===== config.mk =====
export PLATFORM = sky130hd
export DESIGN_NAME = oled_frame_streamer
export DESIGN_NICKNAME = d
export VERILOG_FILES = /design/src/rtl/oled_pkg.sv /design/src/rtl/oled_frame_streamer_spi_byte_tx.sv /design/src/rtl/oled_frame_streamer.sv
export SDC_FILE = /design/constraint.sdc
export NUM_CORES = 1
export LEC_CHECK = 0
export ABC_CLOCK_PERIOD_IN_PS = 1790
export CORE_MARGIN = 2
export CORE_UTILIZATION = 45
export DETAILED_ROUTE_END_ITERATION = 8
export GPL_TIMING_DRIVEN = 0
export PLACE_DENSITY = 0.74
export SYNTH_ARGS = -nofsm -noshare
export SYNTH_HDL_FRONTEND = slang
export SYNTH_HIERARCHICAL = 1
export SYNTH_SLANG_ARGS = --single-unit
export TNS_END_PERCENT = 50

===== constraint.sdc =====
create_clock -name clk -period 1.79 [get_ports clk]
set_clock_uncertainty 0.05 [all_clocks]
set_input_delay 0.358 -clock clk [delete_from_list [all_inputs] [get_ports clk]]
set_output_delay 0.358 -clock clk [all_outputs]
set_load 0.02 [all_outputs]

===== src/rtl/oled_pkg.sv =====
// Shared types and constants for the SSD1306 frame streamer.
package oled_pkg;

    localparam int unsigned FRAME_BYTES = 1024;
    localparam int unsigned BC_W        = $clog2(FRAME_BYTES);
    localparam int unsigned CMD_BYTES   = 6;

    typedef enum logic [1:0] {
        ST_RES_HOLD,
        ST_INIT_CMD,
        ST_WINDOW_CMD,
        ST_DATA
    } state_t;

    typedef enum logic [1:0] {
        TX_GAP,
        TX_LOAD,
        TX_SHIFT
    } tx_state_t;

    // Display off, charge pump on, horizontal addressing, display on.
    localparam logic [0:CMD_BYTES-1][7:0] INIT_CMDS =
        {8'hAE, 8'h8D, 8'h14, 8'h20, 8'h00, 8'hAF};

    // Full-screen column/page window, re-sent at the start of every frame.
    localparam logic [0:CMD_BYTES-1][7:0] WINDOW_CMDS =
        {8'h21, 8'h00, 8'h7F, 8'h22, 8'h00, 8'h07};

    function automatic logic [7:0] cmd_byte(input logic init_sel, input logic [2:0] idx);
        cmd_byte = init_sel ? INIT_CMDS[idx] : WINDOW_CMDS[idx];
    endfunction

endpackage


===== src/rtl/oled_frame_streamer_spi_byte_tx.sv =====
// One SPI mode-0 byte per start: GAP (idle, cs high) -> LOAD -> SHIFT, MSB first.
module spi_byte_tx
    import oled_pkg::*;
#(
    parameter int unsigned CLK_DIV = 4
) (
    input  logic       clk,
    input  logic       reset,
    input  logic       start,
    input  logic [7:0] byte_in,
    input  logic       dc_in,
    output logic       busy,
    output logic       done,
    output logic       oled_sclk,
    output logic       oled_sdin,
    output logic       oled_cs,
    output logic       oled_dc
);

    localparam int unsigned DIV_W = (CLK_DIV > 1) ? $clog2(CLK_DIV) : 1;

    tx_state_t        state;
    tx_state_t        state_nxt;
    logic [DIV_W-1:0] div_cnt;
    logic [2:0]       bit_cnt;
    logic [7:0]       shreg;
    logic             half_end_c;

    assign half_end_c = (div_cnt == DIV_W'(CLK_DIV - 1));

    always_ff @(posedge clk) begin
        if (reset) state <= TX_GAP;
        else       state <= state_nxt;
    end

    always_comb begin
        state_nxt = state;
        case (state)
            TX_GAP:   if (start) state_nxt = TX_LOAD;
            TX_LOAD:  state_nxt = TX_SHIFT;
            TX_SHIFT: if (done) state_nxt = TX_GAP;
            default:  state_nxt = TX_GAP;
        endcase
    end

    // done flags the last SHIFT cycle so the caller can act on the GAP-entry edge.
    always_comb begin
        busy = (state != TX_GAP);
        done = (state == TX_SHIFT) && oled_sclk && half_end_c && (bit_cnt == 3'd7);
    end

    always_ff @(posedge clk) begin
        if (reset) begin
            div_cnt   <= '0;
            bit_cnt   <= '0;
            shreg     <= '0;
            oled_sclk <= 1'b0;
            oled_sdin <= 1'b0;
            oled_cs   <= 1'b1;
            oled_dc   <= 1'b0;
        end else begin
            case (state)
                TX_LOAD: begin
                    shreg     <= byte_in;
                    oled_sdin <= byte_in[7];
                    oled_dc   <= dc_in;
                    oled_cs   <= 1'b0;
                    oled_sclk <= 1'b0;
                    div_cnt   <= '0;
                    bit_cnt   <= '0;
                end
                TX_SHIFT: begin
                    if (!half_end_c) begin
                        div_cnt <= div_cnt + DIV_W'(1);
                    end else begin
                        div_cnt <= '0;
                        if (!oled_sclk) begin
                            oled_sclk <= 1'b1;
                        end else begin
                            oled_sclk <= 1'b0;
                            if (bit_cnt == 3'd7) begin
                                oled_cs <= 1'b1;
                            end else begin
                                bit_cnt   <= bit_cnt + 3'd1;
                                shreg     <= {shreg[6:0], 1'b0};
                                oled_sdin <= shreg[6];
                            end
                        end
                    end
                end
                default: ;
            endcase
        end
    end

endmodule


===== src/rtl/oled_frame_streamer.sv =====
// Continuous SSD1306 128x64 frame refresh over write-only 4-wire SPI.
// OLED_INIT_SEQ_EN compiles in the panel reset hold and init command sequence.
module oled_frame_streamer
    import oled_pkg::*;
#(
    parameter int unsigned CLK_DIV      = 4,
    parameter int unsigned RESET_CYCLES = 1000
) (
    input  logic            clk,
    input  logic            reset,
    input  logic [7:0]      data_to_send,
    output logic [BC_W-1:0] byte_counter,
    output logic            oled_sclk,
    output logic            oled_sdin,
    output logic            oled_cs,
    output logic            oled_dc,
    output logic            oled_res,
    output logic            frame_done
);

    if (CLK_DIV == 0 || RESET_CYCLES == 0) begin : g_param_check
        $error("oled_frame_streamer: CLK_DIV and RESET_CYCLES must be >= 1");
    end

`ifdef OLED_INIT_SEQ_EN
    localparam state_t ST_AFTER_RESET = ST_RES_HOLD;
`else
    localparam state_t ST_AFTER_RESET = ST_WINDOW_CMD;
`endif

    state_t     state;
    state_t     state_nxt;
    logic [2:0] cmd_idx;
    logic       tx_start;
    logic [7:0] tx_byte;
    logic       tx_dc;
    logic       tx_busy;
    logic       tx_done;
    logic       last_cmd_c;
    logic       last_data_c;

    assign last_cmd_c  = (cmd_idx == 3'(CMD_BYTES - 1));
    assign last_data_c = (byte_counter == BC_W'(FRAME_BYTES - 1));

`ifdef OLED_INIT_SEQ_EN
    localparam int unsigned RES_CNT_W = (RESET_CYCLES > 1) ? $clog2(RESET_CYCLES) : 1;

    logic [RES_CNT_W-1:0] res_cnt;
    logic                 res_done_c;

    assign res_done_c = (res_cnt == RES_CNT_W'(RESET_CYCLES - 1));

    always_ff @(posedge clk) begin
        if (reset) begin
            res_cnt  <= '0;
            oled_res <= 1'b0;
        end else if (state == ST_RES_HOLD) begin
            if (res_done_c) oled_res <= 1'b1;
            else            res_cnt  <= res_cnt + RES_CNT_W'(1);
        end
    end
`else
    assign oled_res = 1'b1;
`endif

    always_ff @(posedge clk) begin
        if (reset) state <= ST_AFTER_RESET;
        else       state <= state_nxt;
    end

    always_comb begin
        state_nxt = state;
        case (state)
`ifdef OLED_INIT_SEQ_EN
            ST_RES_HOLD:   if (res_done_c) state_nxt = ST_INIT_CMD;
            ST_INIT_CMD:   if (tx_done && last_cmd_c) state_nxt = ST_WINDOW_CMD;
`endif
            ST_WINDOW_CMD: if (tx_done && last_cmd_c) state_nxt = ST_DATA;
            ST_DATA:       if (tx_done && last_data_c) state_nxt = ST_WINDOW_CMD;
            default:       state_nxt = ST_WINDOW_CMD;
        endcase
    end

    // Next byte is requested while the transmitter idles in GAP, keeping GAP to one cycle.
    always_comb begin
        tx_start = 1'b0;
        tx_byte  = data_to_send;
        tx_dc    = 1'b1;
        case (state)
            ST_INIT_CMD, ST_WINDOW_CMD: begin
                tx_start = !tx_busy;
                tx_byte  = cmd_byte(state == ST_INIT_CMD, cmd_idx);
                tx_dc    = 1'b0;
            end
            ST_DATA:  tx_start = !tx_busy;
            default: ;
        endcase
    end

    always_ff @(posedge clk) begin
        if (reset) begin
            cmd_idx      <= '0;
            byte_counter <= '0;
            frame_done   <= 1'b0;
        end else begin
            frame_done <= 1'b0;
            if (tx_done) begin
                case (state)
                    ST_INIT_CMD, ST_WINDOW_CMD:
                        cmd_idx <= last_cmd_c ? 3'd0 : cmd_idx + 3'd1;
                    ST_DATA: begin
                        byte_counter <= last_data_c ? '0 : byte_counter + BC_W'(1);
                        frame_done   <= last_data_c;
                    end
                    default: ;
                endcase
            end
        end
    end

    spi_byte_tx #(
        .CLK_DIV (CLK_DIV)
    ) u_tx (
        .clk       (clk),
        .reset     (reset),
        .start     (tx_start),
        .byte_in   (tx_byte),
        .dc_in     (tx_dc),
        .busy      (tx_busy),
        .done      (tx_done),
        .oled_sclk (oled_sclk),
        .oled_sdin (oled_sdin),
        .oled_cs   (oled_cs),
        .oled_dc   (oled_dc)
    );

endmodule

# Word level (Yosys, flattened, before mapping)
# Memories as Yosys holds them, arrays and structs flattened.
# Cells that the tools add are included.
# classes
n_addsub,4
n_lt_le_gt_ge,1
n_eq_ne,17
muxes,37
n_bitwise,3
reduce_logical,19
# op_table
operator,n
$mux 8,6
$mux 7,3
$pmux 7 s2,1
$mux 3,4
$ne 2x2->1 const B,6
$add 10x1->10 const B,1
$eq 10x10->1 const B,1
$mux 1,10
$mux 10,1
$mux 2,5
$reduce_and 2->1,5
$eq 2x2->1 const B,4
$pmux 2 s2,2
$reduce_and 4->1,2
$add 3x1->3 const B,2
$eq 3x3->1 const B,2
$pmux 1 s2,3
$pmux 2 s3,1
$pmux 3 s2,1
$reduce_or 3->1,2
$logic_and 1x1->1,5
$eq 2x1->1 const B,2
$ge 4x4->1 const B,1
$ne 2x1->1 const B,2
other kinds (7),9
# word_totals
regBits,34
rom_bits,128
inputBits,10
output_inout_bits,16
word_cells,95
n_memories,2
# mem_list
name,depth,width,read_ports,rd_clocked_by_memory_dff,wr,line_no,source
(no name shown),8,8,1,0,0,oled_pkg.sv:30,cmd_byte = init_sel ? INIT_CMDS[idx] : WINDOW_CMDS[idx];
(no name shown),8,8,1,0,0,oled_pkg.sv:30,

# Depth between registers and ports, before layout
# Gate-level depths: netlist of the first run.
# depth
word_depth,7
ltp_mapped,7
ltp_nobuf,6

# Cells and area by module
# Netlist of the first run, hierarchy kept.
# by_module_without_submodules
mod,instances,cells_each,area_each_um2,seq_area_each_um2
spi_byte_tx,1,89,924.6,360.3
oled_frame_streamer,1,107,848.3,300.3

# Worst setup path before layout of the first run
# No wires, ideal clock.
# synth_timing
path_kind,register to register
from,register u_tx.state[0]
to,register byte_counter[2]
setup_time_ns,0.139
t_arrival_ns,1.674
required_ns,1.601
path_slack_ns,-0.073
path_stages_with_launch,7
n_path_buf,0
period_less_slack_ns,1.863
cell_sequence,dfxtp_1 -> inv_1 -> ha_1 -> and4_1 -> nand3_2 -> o31ai_1 -> nor2_1
# synth_between
elab_chain_cells,5
# synth_rtl
element,line_no,source
from (decl),oled_frame_streamer_spi_byte_tx.sv:22,tx_state_t state;
from (signal assigned),oled_frame_streamer_spi_byte_tx.sv:33,else state <= state_nxt;
$eq 2x2->1,oled_frame_streamer_spi_byte_tx.sv:49,done = (state == TX_SHIFT) && oled_sclk && half_end_c && (bit_cnt == 3'd7);
$logic_and 1x1->1 (3 in series),oled_frame_streamer_spi_byte_tx.sv:49,
net tx_done,oled_frame_streamer.sv:38,logic tx_done;
$reduce_and 2->1 (no line),n/a,
to (signal assigned),oled_frame_streamer.sv:112,byte_counter <= last_data_c ? '0 : byte_counter + BC_W'(1);
to (decl),oled_frame_streamer.sv:12,"output logic [BC_W-1:0] byte_counter,"
# The timed path passes the listed nets, and every way through them passes these cells.
# A chain may end at the register's enable or synchronous reset.

# Worst setup path after layout of the first run
# layout_timing
from,register byte_counter[0]
to,output port byte_counter[0]
# No word-level cell between the ends.

==> results.sh, run 1 <==
export IMPL_status="finished clean"
export IMPL_crit_chain="clkdlybuf4s50_1"
export IMPL_tightest_slew_ns=0.515
export IMPL_hold_viol_final=0
export IMPL_cts_root_buf="clkbuf_8"
export IMPL_p_seq_share_pct=41.7
export IMPL_die_width_um=66.8
export IMPL_post_route_drc_count=0
export IMPL_cap_violations=0
export IMPL_critPathBufInv=1
export IMPL_worst_hold_path_type="reg2reg"
export IMPL_yosys_register_bits=33
export IMPL_clk_path_buf_depth=2
export IMPL_setup_viol=0
export IMPL_die_h_um=66.8
export IMPL_hold_buffers=0
export IMPL_io_buffers=24
export IMPL_drtAntennaViolNets=0
export IMPL_grt_pass1_vias=1285
export IMPL_die_area_um2=4460
export IMPL_combPwrFrac_pct=33.2
export IMPL_cp_arrival_ns=1.35
export IMPL_wl_met3_um=178
export IMPL_n_fill_cell=324
export IMPL_regArea_um2=666
export IMPL_switchingPower_uw=724
export IMPL_report_power_total_uw=2190
export IMPL_path_delay_family="buffers and inverters"
export IMPL_pin_count=26
export IMPL_slowest_delay_ns=0.64
export IMPL_syn_area_per_cell_um2=9.05
export IMPL_sw_frac_of_total_pct=33.0
export IMPL_vdd_drop_max_mv=0.443
export IMPL_final_area_um2=2320
export IMPL_top_layer_used="met4"
export IMPL_fin_crit_ns=1.76
export IMPL_syn_cell_area_um2=1770
export IMPL_dr_total_vias=1554
export IMPL_clk_latency_ns=0.29
export IMPL_numCtsBuffers=5
export IMPL_grt_max_degree=11
export IMPL_drt_initial_drc_count=83
export IMPL_fin_nets=251
export IMPL_wl_met2_mm=1.62
export IMPL_synthArstFlopShare_pct=0
export IMPL_syn2layout_area_growth_pct=30.9
export IMPL_num_rows=22
export IMPL_cts_sinks=33
export IMPL_fmax_ghz=0.568
export IMPL_synth_edf_count=0
export IMPL_pwr_share_clk_pct=25.1
export IMPL_maxSlewViolCount=0
export IMPL_dpl_hpwl_mm=2.52
export IMPL_synth_ff_type="dfxtp_1"
export IMPL_leakage_uw=0.000947
export IMPL_wl_met1_mm=1.94
export IMPL_wirelength_mm=3.82
export IMPL_coreArea_um2=3720
export IMPL_rsz0062_at_grt="true"
export IMPL_antenna_cells=0
export IMPL_crit_required_ns=1.38
export IMPL_start_util_pct=47.7
export IMPL_wl_per_cell_um=13.5
export IMPL_tns_ns=0
export IMPL_grt_pass1_wl_mm=6.01
export IMPL_drt_pass1_iterations=4
export IMPL_multiInputGateArea_um2=1120
export IMPL_via_per_inst=5.51
export IMPL_intPower_uw=1470
export IMPL_synth_nets=214
export IMPL_antenna_found_initial=0
export IMPL_end_kind="primary output"
export IMPL_cts_clk_slew_worst_paths_ns=0.07
export IMPL_drive_above_1_share_pct=22.2
export IMPL_cts_htree_levels=2
export IMPL_cp_start_kind="flop"
export IMPL_cts_tree="done"
export IMPL_yosys_warnings=6
export IMPL_seq_area_frac_synth_pct=37.3
export IMPL_relSlewSlack_pct=65.7
export IMPL_fin_util_pct=62.5
export IMPL_grt_remaining_overflow=0
export IMPL_powerDensity_nw_per_um2=945
export IMPL_grt_usage_pct=18.1
export IMPL_syn_inst=196
export IMPL_place_area_um2=2080
export IMPL_ys_types=46
export IMPL_gp_congestion=0.803
export IMPL_crit_type="reg2out"
export IMPL_critPathSlowestCell="clkdlybuf4s50_1"
export IMPL_hold_ws_ns=0.424
export IMPL_fin_crit_sh_pct=98.4
export IMPL_crit_fanout=6
metal layers:
layer / GRT usage, % / vias to the layer above
met5: 0 / -
met4: 7.65 / 0
met3: 5.07 / 8
met2: 25.6 / 42
met1: 25.5 / 711
li1: - / 793
timing repair:
action	4_1_cts	5_1_grt
setup endpoints to repair	14	18
resized for setup	20	15
endpoints found under the hold margin	0	0
pin swaps	5	3
cloned	0	1
buffers inserted	2	3
final cells by class:
type / count / share of cell area (%)
plain buffers: 12 / 3.07
inverters: 8 / 1.29
multi-input cells: 143 / 48.5
flip-flops and latches: 33 / 28.7
clock inverters: 2 / 0.431
repair buffers: 30 / 12.3
well taps: 48 / 2.59
clock buffers: 6 / 3.13
cell families (layout without fill, tap and decap cells):
| logic type | after synthesis | in the layout | share of synthesized area (%) |
|---|---|---|---|
| DFF | 33 | 33 | 37.3 |
| adders and majority gates | 8 | 8 | 5.65 |
| and+or+nand+nor | 73 | 73 | 23.4 |
| AOI/OAI and AO/OA | 43 | 43 | 18.2 |
| other | 1 | 1 | 0.212 |
| buffers and inverters | 20 | 58 | 5.29 |
| muxes | 14 | 14 | 7.97 |
| xor gates and xnor gates | 4 | 4 | 1.98 |
power groups by stage:
stage / registers (µW) / logic, µW / clock network (µW)
floorplan: 934 / 520 / 0
global placement: 919 / 676 / 0
detailed placement: 923 / 688 / 0
CTS: 911 / 702 / 561
global route: 930 / 815 / 597
finish: 915 / 728 / 551
cells in the mapped netlist, types with 2 or more instances:
cell type	n	area, µm²
buf_2	6	30.0
nand4_1	3	18.8
mux2i_1	13	130
or4_1	2	15.0
nor3b_1	2	15.0
nor2b_1	4	25.0
xor2_1	3	26.3
nand2b_1	6	37.5
nor2_1	10	37.5
a21oi_1	12	60.1
nand2_1	14	52.6
a22o_1	2	17.5
ha_1	8	100
o31ai_1	4	30.0
inv_1	8	30.0
a211oi_2	7	87.6
a21o_1	3	22.5
dfxtp_1	33	661
or3_1	5	31.3
clkbuf_1	3	11.3
and4_1	5	43.8
buf_4	2	15.0
nor3_1	7	35.0
nand4b_1	2	17.5
nand3_1	6	30.0
o21ai_0	6	30.0
final timing paths:
check             slack, ns  cells after the start            start               to
hold / removal         0.42                      2    u_tx/shreg[0]    u_tx/shreg[0]
hold reg to reg        0.42                      2    u_tx/shreg[0]    u_tx/shreg[0]
setup / recovery       0.03                      1  byte_counter[0]  byte_counter[0]
setup reg to reg       0.05                      7    u_tx/state[0]  byte_counter[4]
flip-flops by register name, indices dropped and copies added (netlist names):
register        cells
byte_counter       10
cmd_idx             3
frame_done          1
state               1
u_tx/bit_cnt        3
u_tx/div_cnt        2
u_tx/oled_cs        1
u_tx/oled_dc        1
u_tx/oled_sclk      1
u_tx/oled_sdin      1
u_tx/shreg          7
u_tx/state          2
through the flow:
step,worst slack [ns],std cells
2_1_floorplan,0.0107,196
3_3_place_gp,-0.379,268
3_5_place_dp,-0.399,268
4_1_cts,0.00145,278
5_1_grt,-0.0238,282
6_report,0.0294,282
cell usage in the layout (no fill, tap or decap), drive strengths merged, types with 2 or more instances in the layout:
master and n:
inv 8, a21oi 12, xor2 3, a21o 3, mux2i 13, or3 5
buf 14, nand3 7, dfxtp 33, clkbuf 10, dlygate4sd2 5, nand4 3
nand4b 2, nor3 8, and4 5, dlymetal6s2s 4, clkinv 2, nor3b 2
clkdlybuf4s50 15, a211oi 8, nor2 10, nor2b 4, o21ai 6, o31ai 4
a22o 2, ha 8, nand2b 6, nand2 14, or4 2
(Power assumes the default switching activity.)
==> run 2: changes to the inputs <==
--- a/config.mk
+++ b/config.mk
@@ -6,6 +6,7 @@
 export NUM_CORES = 1
 export LEC_CHECK = 0
 export ABC_CLOCK_PERIOD_IN_PS = 1790
+export CAP_MARGIN = 20
 export CORE_MARGIN = 2
 export CORE_UTILIZATION = 45
 export DETAILED_ROUTE_END_ITERATION = 8
==> results of run 2 <==
Same layout as run 1: the final DEF is identical, and so are final timing and power.
==> edit: new RTL, settings of run 1 <==
The 4 states of `state_t` get a one-hot encoding in 4 bits.
--- a/src/rtl/oled_pkg.sv
+++ b/src/rtl/oled_pkg.sv
@@ -7,7 +7,7 @@
 
-    typedef enum logic [1:0] {
-        ST_RES_HOLD,
-        ST_INIT_CMD,
-        ST_WINDOW_CMD,
-        ST_DATA
+    typedef enum logic [3:0] {
+        ST_RES_HOLD   = 4'b0001,
+        ST_INIT_CMD   = 4'b0010,
+        ST_WINDOW_CMD = 4'b0100,
+        ST_DATA       = 4'b1000
     } state_t;
Behaviour: no difference found for any inputs over 10 cycles, from zero or initial values and one cycle with reset high; not proved beyond that.
==> edit against run 1 <==
- the run now ends with negative setup slack left
- largest cell class unchanged
- non-clock buffer count is 3 lower
- highest routed layer unchanged
- cell count is 1.1% higher
- synthesized area is 1.4% higher
- power is 1.0% lower
- critical path type is now reg2reg
- sequential cell count is 1 higher
- design area is 1.0% lower
- wire length is 4.9% lower
- worst setup slack worse by 0.033 ns
- largest power group unchanged
==> edit: results (changes against run 1) <==
routing usage on met3 5.50% (was 5.07%); status complete, but fails checks (was completed); sequential area share after synthesis 37.9% (was 37.3%); Post-Syn Instances 200 (was 196); fin worst setup slack -0.00326 ns (was 0.0294 ns); gr usage total 17.4% (was 18.1%); Avg WL per Cell 12.7 um (was 13.5 um); nets@finish 257 (was 251); Setup TNS -0.00326 ns (was 0 ns); sequential power 0.000928 W (was 0.000915 W); failing checks negative setup slack; worst hold start u_tx/oled_cs$_SDFFE_PP1P_ (was u_tx/shreg[0]$_SDFFE_PP0P_); R2R Path Start u_tx/bit_cnt[0]$_SDFFE_PP0P_ (was u_tx/state[0]$_SDFFE_PP0P_); WHS 0.428 ns (was 0.424 ns); met2 WL 1590 um (was 1620 um); met3 WL 150 um (was 178 um); Setup violations, final 1 (was 0); Critical Path AT 1.96 ns (was 1.35 ns); pwr/cell area 945 nW/um^2 (about the same); compound-cell area share of the yosys netlist 14.7% (was 18.2%); GPL Wtd Cong 0.735 (was 0.803); share of cells above drive strength 1 19.8% (was 22.2%); post-synthesis mux area share 7.38% (was 7.97%); largest cells by area after synthesis dfxtp_1 (38%), ha_1 (7.0%), mux2i_1 (6.1%) (was dfxtp_1 (37%), mux2i_1 (7.3%), ha_1 (5.6%)); Post-Place Cells 272 (was 268); vias in the first global route 1346 (was 1285)
edit: kinds of logic after synthesis:
| logic type | after synthesis |
|---|---|
| DFF | 34 |
| muxes | 13 |
| buffers and inverters | 20 |
| adders and majority gates | 10 |
| AOI/OAI and AO/OA | 33 |
| xor gates and xnor gates | 10 |
| other | 1 |
| and+or+nand+nor | 79 |
edit: repair_timing:
item	in CTS	in global routing
gates resized for setup	8	9
endpoints found under the setup margin	8	16
pin swaps	8	1
buffers inserted	3	3
edit: area by class of cell:
type                            instances  area (um^2)  area share [%]
Buffer                                  9         51.3            2.23
Multi-Input combinational cell        146         1100            47.8
Sequential cell                        34          684            29.8
Timing Repair Buffer                   30          285            12.4
Inverter                               11         41.3            1.80
Clock buffer                            7         76.3            3.32
Tap cell                               48         60.1            2.61
edit: critical path: stages (launching register included):
cell and delay [ns]:
dfxtp_2 0.35, ha_4 0.14, ha_4 0.12, and4_4 0.27
and4_4 0.24, nand3_2 0.08, or4_1 0.40, o21ai_1 0.08
edit: how the worst max path moves through the flow:
stage | to | cells past startpoint | from
floorplan | state[2]$_SDFFE_PP1P_ | 7 | u_tx/bit_cnt[1]$_SDFFE_PP0P_
global placement | byte_counter[9]$_SDFFE_PP0N_ | 6 | u_tx/div_cnt[0]$_SDFFE_PP0P_
detailed placement | byte_counter[9]$_SDFFE_PP0N_ | 6 | u_tx/div_cnt[0]$_SDFFE_PP0P_
CTS | byte_counter[9]$_SDFFE_PP0N_ | 7 | u_tx/bit_cnt[0]$_SDFFE_PP0P_
global route | byte_counter[9]$_SDFFE_PP0N_ | 7 | u_tx/bit_cnt[0]$_SDFFE_PP0P_
finish | byte_counter[9]$_SDFFE_PP0N_ | 7 | u_tx/bit_cnt[0]$_SDFFE_PP0P_
